File: config.mk
export PLATFORM = sky130hd
export DESIGN_NAME = protocol_channel_bridge
export DESIGN_NICKNAME = d
export VERILOG_FILES = /design/src/rtl/protocol_channel_bridge.sv
export SDC_FILE = /design/constraint.sdc
export NUM_CORES = 1
export LEC_CHECK = 0
export ABC_AREA = 1
export BUFFER_PORTS_ARGS = -buffer_cell sky130_fd_sc_hd__buf_2
export CORE_MARGIN = 8
export CORE_UTILIZATION = 55
export DETAILED_ROUTE_END_ITERATION = 12
export PLACE_DENSITY = 0.87
export SYNTH_ARGS = -nofsm -noshare
export SYNTH_HDL_FRONTEND = slang
export SYNTH_SLANG_ARGS = --single-unit
File: constraint.sdc
create_clock -name clock -period 5.5 [get_ports clock]
set_input_delay 0 -clock clock [delete_from_list [all_inputs] [get_ports clock]]
set_output_delay 0 -clock clock [all_outputs]
set_load 0.01 [all_outputs]
File: src/rtl/protocol_channel_bridge.sv
// Host-visible channel register bank with an import port that also logs
// {channel, data} into a FIFO the host drains through a pop register.
module protocol_channel_bridge #(
    parameter int unsigned DATA_W   = 32,
    parameter int unsigned CHANNELS = 4,
    parameter int unsigned DEPTH    = 8
) (
    input  logic                       clock,
    input  logic                       reset,
    input  logic [3:0]                 address,
    input  logic                       write,
    input  logic [DATA_W-1:0]          writedata,
    input  logic                       read,
    output logic [DATA_W-1:0]          readdata,
    output logic                       readdatavalid,
    input  logic                       writeEnable,
    input  logic [2:0]                 import_ch,
    input  logic [DATA_W-1:0]          data_import,
    output logic [CHANNELS*DATA_W-1:0] data_export,
    output logic                       irq
);

    localparam int unsigned PTR_W = $clog2(DEPTH);
    localparam int unsigned CNT_W = PTR_W + 1;
    localparam int unsigned ENT_W = DATA_W + 3;
    localparam logic [3:0] ADDR_POP    = 4'(CHANNELS);
    localparam logic [3:0] ADDR_STATUS = 4'(CHANNELS + 1);

    typedef enum logic [1:0] {
        FLAG_OVF   = 2'd0,
        FLAG_UNF   = 2'd1,
        FLAG_COLL  = 2'd2,
        FLAG_BADCH = 2'd3
    } flag_e;

    logic [DATA_W-1:0] chan_q [CHANNELS];
    logic [DATA_W-1:0] chan_d [CHANNELS];
    logic [ENT_W-1:0]  mem_q  [DEPTH];
    logic [ENT_W-1:0]  mem_d  [DEPTH];
    logic [PTR_W-1:0]  rd_ptr_q, rd_ptr_d;
    logic [PTR_W-1:0]  wr_ptr_q, wr_ptr_d;
    logic [CNT_W-1:0]  count_q, count_d;
    logic [3:0]        flags_q, flags_d;
    logic [DATA_W-1:0] readdata_q, readdata_d;
    logic              readdatavalid_q, readdatavalid_d;

    logic              empty, full;
    logic              imp_ok, imp_bad, rd_pop, pop, push;
    logic [ENT_W-1:0]  head;
    logic [DATA_W-1:0] status, rd_val;
    logic [3:0]        flag_set, flag_clr;

    always_comb begin
        empty   = (count_q == '0);
        full    = (count_q == CNT_W'(DEPTH));
        imp_ok  = writeEnable && ({1'b0, import_ch} < 4'(CHANNELS));
        imp_bad = writeEnable && !imp_ok;
        rd_pop  = read && (address == ADDR_POP);
        pop     = rd_pop && !empty;
        // a pop in the same cycle frees the slot, so a full FIFO still accepts
        push    = imp_ok && (!full || pop);
        head    = mem_q[rd_ptr_q];

        status        = '0;
        status[6:0]   = 7'(count_q);
        status[7]     = empty;
        status[8]     = full;
        status[12:9]  = flags_q;
        status[15:13] = empty ? 3'd0 : head[ENT_W-1 -: 3];

        rd_val = '0;
        for (int unsigned k = 0; k < CHANNELS; k++) begin
            if (address == 4'(k)) rd_val = chan_q[k];
        end
        if (address == ADDR_POP)    rd_val = pop ? head[DATA_W-1:0] : '0;
        if (address == ADDR_STATUS) rd_val = status;

        chan_d = chan_q;
        flag_set = '0;
        for (int unsigned k = 0; k < CHANNELS; k++) begin
            if (write && address == 4'(k)) chan_d[k] = writedata;
            if (imp_ok && import_ch == 3'(k)) begin
                chan_d[k] = data_import;
                if (write && address == 4'(k)) flag_set[FLAG_COLL] = 1'b1;
            end
        end

        flag_set[FLAG_OVF]   = imp_ok && full && !pop;
        flag_set[FLAG_UNF]   = rd_pop && empty;
        flag_set[FLAG_BADCH] = imp_bad;
        flag_clr = (write && address == ADDR_STATUS) ? writedata[12:9] : '0;
        flags_d  = (flags_q & ~flag_clr) | flag_set;

        mem_d = mem_q;
        if (push) mem_d[wr_ptr_q] = {import_ch, data_import};
        wr_ptr_d = push ? wr_ptr_q + PTR_W'(1) : wr_ptr_q;
        rd_ptr_d = pop  ? rd_ptr_q + PTR_W'(1) : rd_ptr_q;
        count_d  = count_q;
        if (push && !pop)      count_d = count_q + CNT_W'(1);
        else if (pop && !push) count_d = count_q - CNT_W'(1);

        readdata_d      = read ? rd_val : readdata_q;
        readdatavalid_d = read;
    end

    always_ff @(posedge clock) begin
        if (reset) begin
            chan_q          <= '{default: '0};
            rd_ptr_q        <= '0;
            wr_ptr_q        <= '0;
            count_q         <= '0;
            flags_q         <= '0;
            readdata_q      <= '0;
            readdatavalid_q <= 1'b0;
        end else begin
            chan_q          <= chan_d;
            rd_ptr_q        <= rd_ptr_d;
            wr_ptr_q        <= wr_ptr_d;
            count_q         <= count_d;
            flags_q         <= flags_d;
            readdata_q      <= readdata_d;
            readdatavalid_q <= readdatavalid_d;
        end
    end

    // storage needs no reset: occupancy is governed by pointers and count
    always_ff @(posedge clock) begin
        mem_q <= mem_d;
    end

    for (genvar k = 0; k < CHANNELS; k++) begin : g_export
        assign data_export[k*DATA_W +: DATA_W] = chan_q[k];
    end

    assign readdata      = readdata_q;
    assign readdatavalid = readdatavalid_q;
    assign irq           = (count_q != '0) || (|flags_q);

endmodule

# Word level (Yosys, flattened, before mapping)
# Cells that the tools add are included.
# totals
input_bits,76
elab_cells,110
register_bits,455
# classes
n_addsub,4
n_lt_le_gt_ge,4
bitwise_logic,5
n_reduce_logical,37
muxes,33
n_eq_ne,9
# ops
operator,count
2-to-1 mux 32 bit,15
bitwise mux 280 bit,1
binary-select mux 35 bit (select 3 bit),1
demux 35 bit (select 3 bit),1
2-to-1 mux 35 bit,3
logical AND 1 bit,20
2-to-1 mux 4 bit,3
nonzero test 2 bit,5
"== test 4 x 2 -> 1 bit, second input constant",2
"== test 4 x 3 -> 1 bit, second input constant",2
"greater-or-equal comparator 4 bit, second input constant",2
zero test 4 bit,2
2-to-1 mux 1 bit,8
NOT 3 -> 4 bit,2
"adder 3 x 1 -> 3 bit, second input constant",2
"== test 3 x 2 -> 1 bit, second input constant",2
zero test 1 bit,5
"adder 4 x 1 -> 4 bit, second input constant",1
AND 4 bit,1
"== test 4 x 1 -> 1 bit, second input constant",1
"== test 4 bit, second input constant",1
"less-than comparator 4 x 1 -> 1 bit, second input constant",1
NOT 4 bit,1
OR 4 bit,1
other kinds (8),9

# Depth between registers and ports, before layout
# depth
depth_word,11
depth_mapped,16

# Worst setup path after synthesis
# No wires, ideal clock.
# synth_timing
kind,register to register
start,reg count_q[1]
end,"reg mem_q[105] (netlist name), enable pin"
setup_slack_ps,2641
stages_incl_launch_ff,9
path_buffers,0
required_ps,5073
arrival_time_ps,2432
cell_sequence,dfxtp_1 -> nor2_1 -> nand2_1 -> nor2_1 -> nand2_1 -> nand2_1 -> inv_1 -> nand2_1 -> nor2_1
# synth_between
elab_chain_len,5
elab_cells_between_ends,7
cone_classes,1 x eq/ne; 6 x reduce/logical
# synth_lines
element,line_no,source
start: declaration,42,"logic [CNT_W-1:0] count_q, count_d;"
start signal: assignment,119,count_q <= count_d;
zero test 4 bit,54,empty = (count_q == '0);
zero test 1 bit,59,pop = rd_pop && !empty;
logical AND 1 bit,59,
logical OR 1 bit *,61,push = imp_ok && (!full || pop);
logical AND 1 bit *,61,
net push,48,"logic imp_ok, imp_bad, rd_pop, pop, push;"
end signal: assignment,128,mem_q <= mem_d;
end: declaration,38,logic [ENT_W-1:0] mem_q [DEPTH];
# Mark *: on every way through the listed nets, which the timed path passes. The rest lies on a longest branch.
# A chain may end at the register's enable or synchronous reset.

# Worst setup path after layout
# layout_timing
start,in import_ch[2]
end,reg chan_q (netlist bit data_export[103])
# layout_between
elab_chain_len,4
elab_cells_between_ends,6
cone_classes,1 x order compare; 1 x eq/ne; 1 x mux; 3 x reduce/logical
# layout_lines
element,line_no,source
start: declaration,17,"input logic [2:0] import_ch,"
less-than comparator 3 bit,56,"imp_ok = writeEnable && ({1'b0, import_ch} < 4'(CHANNELS));"
logical AND 1 bit,56,
logical AND 1 bit *,82,if (imp_ok && import_ch == 3'(k)) begin
2-to-1 mux 32 bit or nonzero test 2 bit (tied branches),n/a,
end signal: assignment,116,chan_q <= chan_d;
end: declaration,36,logic [DATA_W-1:0] chan_q [CHANNELS];
# Every way passes the cells marked *; elsewhere a longest branch is shown, timed or not.

==> out/results.tsv <==
metric	value	unit
outcome	finished clean	
CTS sink count	455	
endpoints failing setup	0	
post-route ant nets	0	
initial antenna violation count	1	
share of layout cells above drive strength 1	15.8	%
CP Capture Type	flop	
maximum vdd drop	0.261	mV
Mapped Cells	2300	
DP HPWL	40.4	mm
Post-CTS Resized	0	
RSZ-0062 raised after global routing	false	
top post-synthesis cells by area	edfxtp_1, dfxtp_1, nor2_1	
hold slack final	118	ps
vias in the first global route	18700	
first-pass GRT wire length	103	mm
crit path DAT	4070	ps
Port Buffers	237	
Worst-Margin Slew	1430	ps
Yosys top cell area share	41.7	%
largest net degree at the start of global routing	100	
Hold WC Path Type	in -> reg	
routability cong.	0.940	
TritonCTS clock tree	built	
Post CTS Setup Buffer Count	0	
fin crit share	65.8	%
htree depth	2	
Max Clk Rate	276	MHz
# IOs	238	
final WL	67.1	mm
post-DR vias/cell	6.19	
Vias	18800	
number of synthesized register bits	455	
syn_nets	2382	
Static Leak	9.65	nW
YS warnings	0	
Avg Inst Size Synth	8.76	sq um
wire per inst	22.1	microns
Yosys cell types	33	
CTS Buf Count	44	
Slew headroom	4.66	%
DR DRC count	0	
CTS root buf	clkbuf_16	
row cnt	70	
clock-pin slew on the worst setup and hold paths	60	ps
Setup Skew	21.5	ps
Starting DRT DRC Count	2880	
Slew Viols, Final	0	
Core Area	0.0363	sq mm
First-pass DRT Iterations	7	
sequential-to-total area share from yosys stat	59.1	%
Yosys top cell by area	edfxtp_1	
setup TNS	0	ps
Tmin final	3620	ps
global route overflow	0	
synthesis-to-layout area growth	18.7	%
layout net count	2619	
Final Hold Viols	0	
Max FO, Critical Path	66	
CP startpoint kind	input pin	
R2R depth	9	
GRT Resource Usage Total	29.9	%
die width	207	microns
Mapped Area	0.0201	sq mm
worst-skew pair later-pin latency	560	ps
worst hold stages	6	
worst endpoint required time	5950	ps
MaxCap Viol Count	0	
full die area	0.0430	sq mm
DIE HEIGHT	207	microns
CP Class	in -> reg	
power per cell area	317	mW/mm^2
clk buf depth	3	
Starting Density	55.4	%
-- repair_timing --
item / CTS / global route
setup endpoints to repair: 0 / 0
hold buffers: 76 / 0
endpoints found under the hold margin: 438 / 0
-- path summary, 6_finish.rpt --
check                     from               end  slack [ps]
hold / removal      address[3]       readdata[3]         120
setup / recovery  import_ch[2]  data_export[103]        1880
hold reg to reg    readdata[0]       readdata[0]         470
setup reg to reg   rd_ptr_q[0]      readdata[15]        2570
-- through the flow --
step	utilization [%]	std cells	setup WS, ps	power, mW	instance area (sq um)
after detailed placement	59.4	2883	2580	4.35	21600
after floorplan	-	2300	2640	4.10	20100
final	65.8	3040	1880	7.58	23900
after global placement	59.4	2883	2690	4.32	21600
after global routing	65.8	3040	1820	7.75	23900
after CTS	65.8	3039	2130	7.54	23900
-- final cells by class --
cell class                      count  area (sq um)
Tap cell                          468           586
Fill cell                        2610         12400
Clock inverter                     30           383
Clock buffer                       50          1150
Antenna cell                        1          2.50
Inverter                          125           469
Sequential cell                   455         11900
Multi-Input combinational cell   1568          7220
Timing Repair Buffer              343          2170
-- layer usage --
metal | share of wire, % | up-vias | global-route usage [%]
met5 | 0 | - | 0
met4 | 5.9 | 0 | 16.6
met3 | 14 | 387 | 7.07
met2 | 46 | 1592 | 48.1
met1 | 34 | 8620 | 36.7
li1 | - | 8223 | -
-- synthesized netlist by cell type --
cell type,count
buf_1,14
buf_4,5
or2_1,1
o21ai_0,269
inv_2,7
dfxtp_1,175
o31ai_1,1
o221ai_1,1
edfxtp_1,280
nor2_1,437
nor2_2,3
o211ai_1,3
a31oi_1,3
fa_1,1
a211oi_1,61
inv_1,116
clkinv_1,2
nor2_4,3
ha_1,5
xor2_1,1
nand2_2,1
a21boi_0,1
clkbuf_1,108
nand4_1,6
buf_2,24
nand2_1,386
a21oi_1,112
buf_6,1
or2_2,41
nand3_1,217
and3_1,1
nor4_1,1
o21ai_1,13
-- kinds of logic (layout without fill, tap and decap cells) --
logic type	count (synthesis)	count (layout)	share of synthesized area [%]
XOR/XNOR	1	1	0.0435
flip-flops	455	455	59.1
adder cells (fa/ha/maj)	6	6	0.410
AND/OR/NAND/NOR	1097	1097	22.6
buffers and inverters	277	548	5.44
AO/OA/AOI/OAI	464	464	12.4
other	0	1	0
-- cell usage in the layout (no fill, tap or decap), types with 2 or more instances in the layout --
cell,count
nor2_1,427
nand2_1,386
edfxtp_1,280
o21ai_0,269
buf_2,236
nand3_1,214
dfxtp_1,173
inv_1,116
a21oi_1,112
dlygate4sd3_1,76
a211oi_1,61
clkbuf_16,45
or2_2,41
buf_4,31
o21ai_1,13
nor2_4,12
bufinv_16,9
inv_2,8
clkinv_1,8
clkinv_2,7
nand4_1,6
ha_1,5
clkinvlp_4,5
nor2_2,4
clkbuf_1,4
nand3_2,3
o211ai_1,3
a31oi_1,3
dfxtp_4,2
-- power by group --
group	internal (mW)	switching, mW	leakage, nW
sequential	3.70	0.0633	3.95
clock	1.93	1.30	0.737
combinational	0.184	0.408	4.96
-- critical path: stages --
cell and delay [ps]:
dlygate4sd3_1 540, buf_2 200, nor2_2 420, nand3_2 110, buf_4 380, nand2_1 160, buf_4 390, inv_1 720
a211oi_1 440, dlygate4sd3_1 620, nor2_1 40
-- registers in the layout, summed over array words and instances, names as in the netlist --
signal / cells
rd_ptr_q: 3
readdatavalid: 1
data_export: 128
readdata: 32
count_q: 4
wr_ptr_q: 3
flags_q: 4
mem_q: 280
(Power assumes the default switching activity.)
